**config.mk**
```make
export PLATFORM = sky130hd
export DESIGN_NAME = mem_access_arbiter
export DESIGN_NICKNAME = d
export VERILOG_FILES = /design/src/rtl/mem_access_arbiter.sv
export SDC_FILE = /design/constraint.sdc
export NUM_CORES = 1
export LEC_CHECK = 0
export ABC_AREA = 1
export ABC_CLOCK_PERIOD_IN_PS = 1790
export BUFFER_PORTS_ARGS = -buffer_cell sky130_fd_sc_hd__buf_2
export CORE_MARGIN = 2
export CORE_UTILIZATION = 44
export DETAILED_ROUTE_END_ITERATION = 16
export PLACE_DENSITY_LB_ADDON = 0.15
export SLEW_MARGIN = 20
export SYNTH_ARGS = -nofsm -noshare
export SYNTH_HDL_FRONTEND = slang
export SYNTH_SLANG_ARGS = --single-unit
```
**constraint.sdc**
```tcl
create_clock -name Clk -period 1.79 [get_ports Clk]
set_input_delay 0.0895 -clock Clk [delete_from_list [all_inputs] [get_ports Clk]]
set_output_delay 0.0895 -clock Clk [all_outputs]
set_load 0.02 [all_outputs]
```
**src/rtl/mem_access_arbiter.sv**
```systemverilog
// mem_access_arbiter: shares one async SRAM port between the CPU and a debug/loader port,
// generating active-low strobes with WAIT_CYCLES wait states and a one-cycle ready pulse.
module mem_access_arbiter #(
  parameter int WAIT_CYCLES = 2
) (
  input  logic        Clk,
  input  logic        Reset,
  input  logic        cpu_req,
  input  logic        cpu_we,
  input  logic [15:0] cpu_addr,
  input  logic [15:0] cpu_wdata,
  output logic [15:0] cpu_rdata,
  output logic        cpu_ready,
  input  logic        dbg_req,
  input  logic        dbg_we,
  input  logic [15:0] dbg_addr,
  input  logic [15:0] dbg_wdata,
  output logic [15:0] dbg_rdata,
  output logic        dbg_ready,
  output logic [15:0] ADDR,
  output logic [15:0] Data_to_SRAM,
  input  logic [15:0] Data_from_SRAM,
  output logic        Data_oe,
  output logic        CE,
  output logic        UB,
  output logic        LB,
  output logic        OE,
  output logic        WE,
  output logic        busy
);
  typedef enum logic [1:0] {IDLE, SETUP, ACCESS, DONE} state_t;
  state_t state_q, state_d;
  logic [3:0] cnt_q, cnt_d;
  logic grant_q, grant_d, last_q, last_d, we_q, we_d;
  logic [15:0] addr_q, addr_d, wdata_q, wdata_d, rdata_q, rdata_d;
  logic ce_q, ce_d, oe_q, oe_d, wen_q, wen_d, doe_q, doe_d;
  logic cpu_rdy_q, cpu_rdy_d, dbg_rdy_q, dbg_rdy_d, busy_q, busy_d;
  logic pick_dbg;
  // grant/last hold 1 for the debug port; outputs are registered from next-state values
  always_comb begin
    state_d = state_q;
    cnt_d = cnt_q;
    grant_d = grant_q;
    last_d = last_q;
    we_d = we_q;
    addr_d = addr_q;
    wdata_d = wdata_q;
    rdata_d = rdata_q;
    pick_dbg = dbg_req && (!cpu_req || !last_q);
    case (state_q)
      IDLE: if (cpu_req || dbg_req) begin
        state_d = SETUP;
        grant_d = pick_dbg;
        last_d = pick_dbg;
        we_d = pick_dbg ? dbg_we : cpu_we;
        addr_d = pick_dbg ? dbg_addr : cpu_addr;
        wdata_d = pick_dbg ? dbg_wdata : cpu_wdata;
      end
      SETUP: begin
        state_d = ACCESS;
        cnt_d = 4'(WAIT_CYCLES - 1);
      end
      ACCESS: if (cnt_q == 4'd0) begin
        state_d = DONE;
        rdata_d = we_q ? rdata_q : Data_from_SRAM;
      end else begin
        cnt_d = cnt_q - 4'd1;
      end
      DONE: state_d = IDLE;
      default: state_d = IDLE;
    endcase
    ce_d = state_d == IDLE;
    oe_d = !(state_d == ACCESS && !we_d);
    wen_d = !(state_d == ACCESS && we_d);
    doe_d = we_d && (state_d == ACCESS || state_d == DONE);
    cpu_rdy_d = state_d == DONE && !grant_d;
    dbg_rdy_d = state_d == DONE && grant_d;
    busy_d = state_d != IDLE;
  end
  always_ff @(posedge Clk) begin
    if (!Reset) begin
      state_q <= IDLE;
      cnt_q <= '0;
      grant_q <= 1'b0;
      last_q <= 1'b1;
      we_q <= 1'b0;
      addr_q <= '0;
      wdata_q <= '0;
      rdata_q <= '0;
      ce_q <= 1'b1;
      oe_q <= 1'b1;
      wen_q <= 1'b1;
      doe_q <= 1'b0;
      cpu_rdy_q <= 1'b0;
      dbg_rdy_q <= 1'b0;
      busy_q <= 1'b0;
    end else begin
      state_q <= state_d;
      cnt_q <= cnt_d;
      grant_q <= grant_d;
      last_q <= last_d;
      we_q <= we_d;
      addr_q <= addr_d;
      wdata_q <= wdata_d;
      rdata_q <= rdata_d;
      ce_q <= ce_d;
      oe_q <= oe_d;
      wen_q <= wen_d;
      doe_q <= doe_d;
      cpu_rdy_q <= cpu_rdy_d;
      dbg_rdy_q <= dbg_rdy_d;
      busy_q <= busy_d;
    end
  end
  assign cpu_rdata = rdata_q;
  assign dbg_rdata = rdata_q;
  assign cpu_ready = cpu_rdy_q;
  assign dbg_ready = dbg_rdy_q;
  assign ADDR = addr_q;
  assign Data_to_SRAM = wdata_q;
  assign Data_oe = doe_q;
  assign CE = ce_q;
  assign UB = ce_q;
  assign LB = ce_q;
  assign OE = oe_q;
  assign WE = wen_q;
  assign busy = busy_q;
endmodule

```
After elaboration in Yosys (flattened, before gate mapping):

Cells that the tools add are included.

* $add $sub $neg: 1
* $mul: 0
* divide/modulo/power cells: 0
* $lt $le $gt $ge: 0
* eq/ne operators: 6
* shift-type cells: 0
* muxes and demuxes: 12
* bitwise operators: 1
* reduce and logical (&&, ||, !) cells: 23

Operators with widths (number)
* $mux W16: 2
* $eq A2 B2 Y1 const B: 4
* $pmux W2 S4: 1
* $pmux W4 S2: 1
* $logic_and A1 B1 Y1: 6
* $logic_not A1 Y1: 6
* $mux W1: 5
* $logic_not A2 Y1: 2
* $logic_not A4 Y1: 1
* $mux W2: 2
* $mux W4: 1
* $reduce_and A2 Y1: 2
* $reduce_bool A2 Y1: 2
* $sub A4 B1 Y4 const B: 1
* $logic_or A1 B1 Y1: 3
* $reduce_and A3 Y1: 1
* $eq A2 B1 Y1 const B: 1
* $ne A2 B2 Y1 const B: 1
* $not A1 Y1: 1

* flip-flop bits (word level): 64
* bits in latches: 0
* bits in writable memories: 0
* bits in read-only memories: 0
* output and inout port bits: 73
* memories: 0

Depth between registers and ports, before layout:

Gate-level depths: netlist of run 1.

* depth after elaboration: 9
* mapped depth: 10
* depth with buffers taken out: 9

Least setup slack after synthesis of run 1:

No wires, ideal clock.

* kind: register to register
* start: register state_q[0]
* end: register oe_q (netlist: OE)
* setup time: 0.120 ns
* data arrival time: 1.221 ns
* slack: 0.448 ns
* cell stages (with the launch flop): 9
* path buffers: 1
* clock period less this slack: 1.342 ns
* cells stage by stage: dfxtp_1 > inv_1 > ha_1 > inv_1 > nor2_4 > buf_6 > or2_1 > nand2_2 > nand3_2

* longest elaborated chain between the ends: 5
* elaborated cells on any way between the ends: 12
* those cells by class: eq/ne (4); mux (4); reduce/logical (4)

RTL lines
* start: declaration: line 32 `state_t state_q, state_d;`
* start signal: assignment: line 98 `state_q <= state_d;`
* $eq A2 B2 Y1, or another cell as far along: line 50 `case (state_q)`
* $pmux W2 S4 or $mux W1 (tied branches): line 50
* $eq A2 B2 Y1 or $logic_not A1 Y1 (tied branches): line 73 `oe_d = !(state_d == ACCESS && !we_d);`
* $logic_and A1 B1 Y1 *: line 73
* $logic_not A1 Y1 *: line 73
* end signal: assignment: line 91 `oe_q <= 1'b1;`
* end signal: assignment: line 107 `oe_q <= oe_d;`
* end: declaration: line 36 `logic ce_q, ce_d, oe_q, oe_d, wen_q, wen_d, doe_q, doe_d;`

Every way passes the cells marked *; elsewhere a longest branch is shown, timed or not.
A chain may end at the register's enable or synchronous reset.

Worst setup path after layout of run 1:

Same ends and word-level chain as after synthesis.

==> results.sh, run 1 <==
export IMPL_hp_class="in2reg"
export IMPL_postRouteAntennaNets=0
export IMPL_setup_total_negative_slack_ps=0
export IMPL_layout_core_utilization_pct=60.9
export IMPL_timing_critical_path_from_type="register"
export IMPL_crit_family="simple AND/OR/NAND/NOR gates"
export IMPL_cap_viol_max_count=0
export IMPL_tritoncts_num_buffers=9
export IMPL_die_w_um=83.2
export IMPL_synthTopCellsByArea="dfxtp_1 46%, nand2_1 11%, o21ai_0 8.9%"
export IMPL_netlist_area_leader_share_pct=46.4
export IMPL_antenna_cells=0
export IMPL_global_route_overflow_total=0
export IMPL_finalWorstSetupSlack_ps=304
export IMPL_drt_total_wl_um=6710
export IMPL_initial_antenna_violation_count=0
export IMPL_worstPathMaxFanout=12
export IMPL_asr_flop_ratio_synth_pct=0
export IMPL_cts_root_buffer="clkbuf_8"
export IMPL_post_place_ws_ps=313
export IMPL_io_pins=159
export IMPL_cts_resized_gates=0
export IMPL_detail_route_wl_per_cell_um=11.7
export IMPL_cp_common_cell="inv_1"
export IMPL_initial_standard_cell_utilization_of_the_core_pct=46.1
export IMPL_cts_clk_slew_worst_paths_ps=70
export IMPL_grt_first_pass_wirelength_um=11200
export IMPL_cts_repair_timing_setup_buffer_count=0
export IMPL_cp_data_arrival_time_ps=1700
export IMPL_grt_max_degree=34
export IMPL_synth_lib_cells_used_distinct=26
export IMPL_via_density_per_instance=4.76
export IMPL_cp_slowest_cell="dfxtp_1"
export IMPL_synth_enable_flop_cells=0
export IMPL_grt_usage_pct=19.6
export IMPL_vias=2724
export IMPL_clk_insertion_delay_late_ps=320
export IMPL_syn_to_final_growth_pct=32.2
export IMPL_startpoint_of_the_worst_hold_path="Data_from_SRAM[2]"
export IMPL_core_area_mm2=0.00599
export IMPL_timing_final_setup_violations=0
export IMPL_tightest_slew_ps=335
export IMPL_tritoncts="yes"
export IMPL_synth_ff_latch_count=64
export IMPL_run_status="complete, no violations"
export IMPL_fmaxAchievable_ghz=0.673
export IMPL_total_leakage_power_nw=1.86
export IMPL_ys_seq_area_share_pct=46.4
export IMPL_die_area_mm2=0.00692
export IMPL_post_route_cells_drive_above_1_share_pct=39.2
export IMPL_numClockSinks=64
export IMPL_yosysTopAreaCell="dfxtp_1"
export IMPL_path_buf_inv=3
export IMPL_slowest_delay_ps=350
export IMPL_final_period_minus_worst_setup_slack_ps=1490
export IMPL_critical_path_reg2reg_startpoint="state_q[0]$_SDFF_PN0_"
export IMPL_ys_dominant_reg_cell="dfxtp_1"
export IMPL_power_mw=6.41
export IMPL_synthCells=352
export IMPL_cts_hold_repair_buffers=1
export IMPL_power_density_cell_area_mw_per_mm2=1760
export IMPL_place_gp_congestion=0.771
export IMPL_worst_setup_path_type="reg2reg"
export IMPL_timing_final_crit_share_pct=83.0
export IMPL_vdd_drop_max_uv=848
export IMPL_syn_area_mm2=0.00276
export IMPL_vias_in_the_first_global_route=2477
export IMPL_rows=28
export IMPL_fin_skew_ps=6.55
export IMPL_port_buffers=158
export IMPL_first_pass_iteration_count_of_the_detailed_router=4
export IMPL_hpwl_um=4890
export IMPL_clock_tree_buffer_depth=2
export IMPL_worstPathRequired_ps=2000
export IMPL_synth_warnings=0
export IMPL_finalHoldViolCount=0
export IMPL_synth_area_per_cell_um2=7.84
export IMPL_floorplan_die_height_um=83.2
export IMPL_slew_violations=0
export IMPL_rsz_0062_raised_after_global_routing="no"
export IMPL_design_final_nets=584
export IMPL_critical_path_startpoint="state_q[0]$_SDFF_PN0_"
export IMPL_kind_of_end_point_of_the_critical_path="register"
export IMPL_syn_num_nets=444
export IMPL_drc_errors=0
export IMPL_drt_iter0_drc=57
export IMPL_most_common_layout_cells="158 x buf_2, 80 x nand2_1, 64 x dfxtp_1, 49 x o21ai_0, 40 x nor2_1"
export IMPL_tightest_slew_margin_relative_to_the_limit_pct=77.7
export IMPL_final_common_cell="buf_2"
export IMPL_htree_num_levels=3
export IMPL_crit_path_cell_chain="inv_1 > ha_1 > inv_1 > nor2_4 > buf_4 > or2_1 > nand2_2 > nand3_2"
==> report_power, final <==
part / internal [mW] / total, mW / leakage (nW) / switching, mW
combinational: 0.996 / 2.95 / 1.23 / 1.96
clock: 0.716 / 1.23 / 0.103 / 0.516
sequential: 1.96 / 2.22 / 0.528 / 0.266
==> final timing paths <==
check	end	slack (ps)	depth (start not counted)
max	OE$_SDFF_PN1_	300	8
min	cpu_rdata[2]$_SDFFE_PN0P_	10	3
max reg2reg	OE$_SDFF_PN1_	300	8
min reg2reg	last_q$_SDFFE_PN1P_	470	2
==> kinds of logic after synthesis <==
group,count (synthesis),share of synthesized area (%)
AND/OR/NAND/NOR,141,21.6
buffers and inverters,52,11.7
AO/OA/AOI/OAI,89,17.6
adder cells (fa/ha/maj),6,2.72
flip-flops,64,46.4
==> flip-flops by register name (all words and copies together) (netlist names) <==
signal,cells
ADDR,16
Data_to_SRAM,16
cpu_rdata,16
cnt_q,4
state_q,2
CE,1
Data_oe,1
OE,1
WE,1
busy,1
cpu_ready,1
dbg_ready,1
grant_q,1
last_q,1
we_q,1
==> cells in the mapped netlist (4+ instances only) <==
cell type / count
buf_4: 21
nand2_1: 80
buf_2: 9
a21oi_1: 5
nor2_1: 40
clkbuf_1: 5
nand2_2: 4
ha_1: 6
a31oi_1: 32
o21ai_0: 49
dfxtp_1: 64
nand3_1: 5
inv_1: 10
==> cell type report <==
| type | count | area [um2] |
|---|---|---|
| Clock inverter | 3 | 40.0 |
| Inverter | 14 | 57.6 |
| Clock buffer | 13 | 159 |
| Sequential cell | 64 | 1280 |
| Multi-Input combinational cell | 236 | 1160 |
| Tap cell | 75 | 93.8 |
| Fill cell | 568 | 2340 |
| Timing Repair Buffer | 167 | 861 |
==> worst reg2reg max path, cell delays in order, from the launching register on <==
cell and delay (ps):
dfxtp_1 350, inv_1 90, ha_1 230, inv_1 100, nor2_4 60, buf_4 170
or2_1 230, nand2_2 100, nand3_2 50
==> per-stage QoR <==
stage | cell area [um2] | hold WS, ps | cells
finish | 3650 | 13.6 | 572
floorplan | 2760 | 228 | 352
global placement | 3440 | 331 | 555
CTS | 3650 | 1.19 | 572
detailed placement | 3440 | 334 | 555
global route | 3650 | 13.7 | 572
==> per-layer routing <==
| metal | global-route usage [%] | up-vias | share of wire [%] |
|---|---|---|---|
| met5 | 0 | - | 0 |
| met4 | 9.39 | 0 | 2.6 |
| met3 | 4.67 | 15 | 7.7 |
| met2 | 33.0 | 109 | 46 |
| met1 | 23.4 | 1168 | 44 |
| li1 | - | 1432 | - |
Power figures use the tool's default switching activity.
==> run 2, diff against run 1 <==
Settings changed: ABC_AREA 1 to 0, ABC_CLOCK_PERIOD_IN_PS 1790 to 1450.
Clock period 1.79 ns to 1.45 ns, I/O delays scaled along.
==> results.sh, run 2 <==
export IMPL_run_status="complete, but fails checks"
export IMPL_violations="negative setup slack"
export IMPL_global_route_overflow_total=0
export IMPL_detail_route_wl_per_cell_um=14.9
export IMPL_vias_in_the_first_global_route=3318
export IMPL_kind_of_end_point_of_the_critical_path="register"
export IMPL_core_area_mm2=0.00631
export IMPL_clk_insertion_delay_late_ps=330
export IMPL_worstPathRequired_ps=1650
export IMPL_design_final_nets=661
export IMPL_cap_viol_max_count=0
export IMPL_cts_root_buffer="clkbuf_8"
export IMPL_netlist_top_cells_count="65 x nand2_1, 64 x dfxtp_1, 50 x o21ai_0"
export IMPL_worst_r2r_cell_count=4
export IMPL_post_route_cells_drive_above_1_share_pct=39.4
export IMPL_place_inst=560
export IMPL_timing_critical_path_from_type="register"
export IMPL_io_pins=159
export IMPL_rsz_0062_raised_after_global_routing="yes"
export IMPL_startpoint_of_the_worst_hold_path="cpu_wdata[6]"
export IMPL_yosysTopAreaCell="dfxtp_1"
export IMPL_synthTopCellsByArea="dfxtp_1 45%, o21ai_0 8.7%, nand2_1 8.5%"
export IMPL_antenna_cells=0
export IMPL_yosys_cell_count_top_type="nand2_1"
export IMPL_post_synthesis_simple_gate_area_fraction_pct=18.0
export IMPL_postRouteAntennaNets=0
export IMPL_syn_to_final_growth_pct=66.3
export IMPL_place_gp_congestion=0.800
export IMPL_grt_first_pass_wirelength_um=15000
export IMPL_tightest_slew_ps=277
export IMPL_drt_iter0_drc=195
export IMPL_finalHoldViolCount=0
export IMPL_vias=3412
export IMPL_finalWorstSetupSlack_ps=-105
export IMPL_critical_path_reg2reg_startpoint="state_q[0]$_SDFF_PN0_"
export IMPL_ys_dominant_reg_cell="dfxtp_1"
export IMPL_final_cell_area_mm2=0.00477
export IMPL_fmaxAchievable_ghz=0.643
export IMPL_vdd_drop_max_uv=1320
export IMPL_number_of_non_filler_instances_in_the_completed_layout=650
export IMPL_hpwl_um=5190
export IMPL_number_of_instances_on_the_worst_hold_path=3
export IMPL_fraction_of_the_mapped_netlist_area_in_compound_gates_pct=24.1
export IMPL_ys_seq_area_share_pct=44.7
export IMPL_htree_num_levels=3
export IMPL_syn_num_nets=441
export IMPL_synth_xor_area_share_pct=0
export IMPL_timing_final_crit_share_pct=107
export IMPL_die_w_um=84.7
export IMPL_total_leakage_power_nw=2.25
export IMPL_syn_area_mm2=0.00287
export IMPL_synth_lib_cells_used_distinct=37
export IMPL_grt_usage_pct=25.7
export IMPL_synth_enable_flop_cells=0
export IMPL_tightest_slew_margin_relative_to_the_limit_pct=81.3
export IMPL_timing_final_setup_violations=15
export IMPL_first_pass_iteration_count_of_the_detailed_router=5
export IMPL_final_common_cell="buf_2"
export IMPL_cts_clk_slew_worst_paths_ps=70
export IMPL_cp_data_arrival_time_ps=1760
export IMPL_worst_setup_path_type="reg2reg"
export IMPL_drc_errors=0
export IMPL_asr_flop_ratio_synth_pct=0
export IMPL_synth_area_per_cell_um2=8.21
export IMPL_tritoncts_num_buffers=9
export IMPL_clock_tree_buffer_depth=2
export IMPL_setup_total_negative_slack_ps=-403
export IMPL_final_period_minus_worst_setup_slack_ps=1550
export IMPL_rows=29
export IMPL_synth_mux_area_fraction_pct=0.698
export IMPL_power_mw=8.65
export IMPL_synthCells=349
export IMPL_yosys_area_share_adder_pct=2.62
export IMPL_grt_max_degree=65
export IMPL_floorplan_die_height_um=84.7
export IMPL_cp_slowest_cell="or4_1"
export IMPL_most_common_layout_cells="158 x buf_2, 71 x dlygate4sd3_1, 65 x nand2_1, 60 x dfxtp_1, 38 x o21ai_0"
export IMPL_dpl_instance_area_mm2=0.00375
export IMPL_slew_violations=0
export IMPL_synth_warnings=0
export IMPL_power_density_cell_area_mw_per_mm2=1810
export IMPL_initial_standard_cell_utilization_of_the_core_pct=45.4
export IMPL_slowest_delay_ps=550
export IMPL_hold_worst_slack_ps=1.74
export IMPL_port_buffers=158
export IMPL_initial_antenna_violation_count=0
export IMPL_tritoncts="yes"
export IMPL_netlist_area_leader_share_pct=44.7
export IMPL_crit_path_cell_chain="buf_4 > nor3_2 > a221oi_4 > or4_1"
export IMPL_dominant_combinational_cell_family_by_area_after_synthesis="compound AO/OA/AOI/OAI gates"
export IMPL_worstPathMaxFanout=5
export IMPL_fin_skew_ps=9.06
export IMPL_hp_class="in2reg"
export IMPL_via_density_per_instance=5.25
export IMPL_hold_path_end="Data_to_SRAM[6]$_SDFFE_PN0P_"
export IMPL_regToRegSetupSlack_ps=-100
export IMPL_crit_reg2reg_capture="WE$_SDFF_PN1_"
export IMPL_synth_ff_latch_count=64
export IMPL_drt_total_wl_um=9680
export IMPL_die_area_mm2=0.00718
export IMPL_numClockSinks=64
==> run 2: logic make-up after synthesis <==
| kind of cell | after synthesis |
|---|---|
| buf+inv | 52 |
| flops | 64 |
| mux | 2 |
| compound gates | 114 |
| fa+ha+maj | 6 |
| simple gates | 111 |
==> run 2: worst max-delay path, delay by kind of cell, from the launching register on <==
kind	cells	cell delay (ps)
DFF	1	330
and+or+nand+nor	2	830
AOI/OAI and AO/OA	1	120
buffers and inverters	1	150
==> run 2: how the worst max path moves through the flow <==
stage,from,to,slack (ps),depth (start not counted)
finish,state_q[0]$_SDFF_PN0_,WE$_SDFF_PN1_,-100,4
global route,state_q[0]$_SDFF_PN0_,WE$_SDFF_PN1_,-150,5
CTS,cnt_q[1]$_SDFFE_PN0P_,dbg_ready$_SDFF_PN0_,-110,5
detailed placement,state_q[0]$_SDFF_PN0_,WE$_SDFF_PN1_,-130,5
global placement,cnt_q[1]$_SDFFE_PN0P_,dbg_ready$_SDFF_PN0_,-60,5
floorplan,cnt_q[0]$_SDFFE_PN0P_,cpu_ready$_SDFF_PN0_,-70,6
==> run 2: layout make-up <==
| class | count | area, um2 |
|---|---|---|
| inverter | 7 | 26.3 |
| clock inverter | 5 | 25.0 |
| fill | 433 | 1550 |
| tap | 77 | 96.3 |
| sequential | 64 | 1290 |
| timing repair buffer | 254 | 1790 |
| clock buffer | 10 | 128 |
| multi-input combinational | 233 | 1420 |
==> run 2: repair_timing <==
item                       4_1_cts  5_1_grt
setup endpoints to repair       25       58
buffers inserted                 0        1
resized for setup                9       28
pin swaps                        1        2
hold buffers                    69        2
hold endpoints to repair        40        2
gates cloned                     0        3
==> run 2: report_power, final <==
| group | internal, mW | total (mW) | switching, mW |
|---|---|---|---|
| clock | 0.596 | 1.28 | 0.679 |
| combinational | 1.99 | 4.73 | 2.74 |
| sequential | 2.35 | 2.65 | 0.302 |
| total | 4.93 | 8.65 | 3.72 |
==> run 2: per-stage QoR <==
stage               utilization [%]  worst slack (ps)
floorplan                         -             -70.9
global placement               59.4             -55.9
detailed placement             59.4              -130
CTS                            73.0              -107
global route                   75.5              -153
finish                         75.5              -105
==> run 2: routing by layer <==
metal / GRT usage (%) / share of wire (%)
met1: 30.5 / 40
met2: 43.2 / 49
met3: 5.80 / 7.7
met4: 13.4 / 3.1
met5: 0 / 0
==> run 3, diff against run 2 <==
Settings changed: CORE_ASPECT_RATIO set to 0.6.
==> results.sh, run 3 (synthesis gave the netlist of run 2 again) <==
export IMPL_vias=3344
export IMPL_most_common_layout_cells="158 x buf_2, 65 x nand2_1, 60 x dfxtp_1, 56 x dlygate4sd3_1, 36 x o21ai_0"
export IMPL_final_period_minus_worst_setup_slack_ps=1550
export IMPL_cp_slowest_cell="or3b_4"
export IMPL_vias_in_the_first_global_route=3004
export IMPL_fmaxAchievable_ghz=0.643
export IMPL_grt_max_degree=37
export IMPL_post_route_cells_drive_above_1_share_pct=41.1
export IMPL_tritoncts="yes"
export IMPL_rows=22
export IMPL_finalHoldViolCount=0
export IMPL_layout_core_utilization_pct=76.5
export IMPL_kind_of_end_point_of_the_critical_path="register"
export IMPL_timing_critical_path_from_type="register"
export IMPL_port_buffers=158
export IMPL_numClockSinks=64
export IMPL_worstPathRequired_ps=1730
export IMPL_cts_clk_slew_worst_paths_ps=70
export IMPL_initial_antenna_violation_count=0
export IMPL_slowest_delay_ps=400
export IMPL_tightest_slew_ps=463
export IMPL_crit_path_cell_chain="inv_2 > ha_4 > or3b_4 > a221oi_4 > and3_1"
export IMPL_via_density_per_instance=5.17
export IMPL_cts_root_buffer="clkbuf_8"
export IMPL_fin_skew_ps=8.39
export IMPL_design_final_nets=649
export IMPL_die_area_mm2=0.00720
export IMPL_floorplan_die_height_um=66.5
export IMPL_cap_viol_max_count=0
export IMPL_grt_usage_pct=25.2
export IMPL_tightest_slew_margin_relative_to_the_limit_pct=69.1
export IMPL_drt_iter0_drc=274
export IMPL_total_leakage_power_nw=2.21
export IMPL_vdd_drop_max_uv=1600
export IMPL_finalWorstSetupSlack_ps=-105
export IMPL_first_pass_iteration_count_of_the_detailed_router=5
export IMPL_drc_errors=0
export IMPL_clk_insertion_delay_late_ps=330
export IMPL_clock_tree_buffer_depth=2
export IMPL_htree_num_levels=3
export IMPL_die_w_um=108
export IMPL_tritoncts_num_buffers=9
export IMPL_hpwl_um=5490
export IMPL_hp_class="in2reg"
export IMPL_core_area_mm2=0.00619
export IMPL_worstPathMaxFanout=5
export IMPL_syn_to_final_growth_pct=65.3
export IMPL_postRouteAntennaNets=0
export IMPL_initial_standard_cell_utilization_of_the_core_pct=46.3
export IMPL_final_common_cell="buf_2"
export IMPL_hold_worst_slack_ps=3.56
export IMPL_worst_setup_path_type="reg2reg"
export IMPL_rsz_0062_raised_after_global_routing="yes"
export IMPL_io_pins=159
export IMPL_violations="negative setup slack"
export IMPL_timing_final_crit_share_pct=107
export IMPL_global_route_overflow_total=0
export IMPL_run_status="complete, but fails checks"
export IMPL_place_gp_congestion=0.801
export IMPL_detail_route_wl_per_cell_um=14.6
export IMPL_power_density_cell_area_mw_per_mm2=1900
export IMPL_drt_total_wl_um=9470
export IMPL_cp_data_arrival_time_ps=1830
export IMPL_slew_violations=0
export IMPL_grt_first_pass_wirelength_um=14100
export IMPL_timing_final_setup_violations=25
==> run 3: cell types whose count changed in the layout (fill, tap and decap cells not counted), moves of 2 or more <==
| cell | change |
|---|---|
| a31oi_1 | -4 |
| a31oi_2 | +4 |
| buf_12 | +4 |
| clkbuf_1 | +3 |
| clkinv_2 | -4 |
| dlygate4sd3_1 | -15 |
| nor3b_2 | +2 |
| o21ai_0 | -2 |
| o21ai_1 | +4 |
| o21ai_2 | -2 |
==> run 3: worst max-delay path: cells and delay by family, from the launching register on <==
family,cells,cell delay [ps]
flip-flops,1,330
AO/OA/AOI/OAI,1,360
buffers and inverters,1,70
adder cells (fa/ha/maj),1,130
AND/OR/NAND/NOR,2,610
==> run 3: routing by layer <==
metal / track usage, % / part of all wire, %
met3: 7.53 / 7.7
met1: 32.6 / 44
met4: 6.89 / 1.3
met5: 0 / 0
met2: 41.1 / 47
==> run 3: path summary, 6_finish.rpt <==
kind / from / to / cells past startpoint / slack [ps]
max reg2reg: cnt_q[0]$_SDFFE_PN0P_ / dbg_ready$_SDFF_PN0_ / 5 / -100
max: cnt_q[0]$_SDFFE_PN0P_ / dbg_ready$_SDFF_PN0_ / 5 / -100
min: Data_from_SRAM[6] / cpu_rdata[6]$_SDFFE_PN0P_ / 3 / 4
min reg2reg: cpu_rdata[7]$_SDFFE_PN0P_ / cpu_rdata[7]$_SDFFE_PN0P_ / 2 / 490
==> run 3: where the power goes <==
group          internal, mW  total [mW]  switching [mW]
logic                  2.12        4.90            2.78
clock network         0.795        1.45           0.657
registers              2.35        2.66           0.307
==> run 3: layout make-up <==
class	instances	area (um2)
Timing Repair Buffer	242	1700
Fill cell	441	1460
Multi-Input combinational cell	233	1440
Sequential cell	64	1290
Clock buffer	13	139
Tap cell	84	105
Clock inverter	3	42.5
Inverter	7	26.3
Antenna cell	1	2.50
==> run 3: per-stage QoR <==
step	cells	area [um2]	power (mW)	TNS [ps]	setup slack (ps)
global route	646	4730	9.57	-3610	-165
floorplan	349	2900	5.34	-794	-70.9
CTS	642	4580	8.48	-1030	-76.8
global placement	570	3810	6.72	-288	-76.2
finish	647	4740	9.01	-1330	-105
detailed placement	570	3810	6.78	-588	-129
==> run 3: what timing repair did <==
action,4_1_cts,5_1_grt
hold buffers,56,0
gates resized for setup,10,25
hold endpoints to repair,36,0
setup endpoints to repair,25,54
cloned,0,2
buffers inserted,0,3
pin swaps,2,6
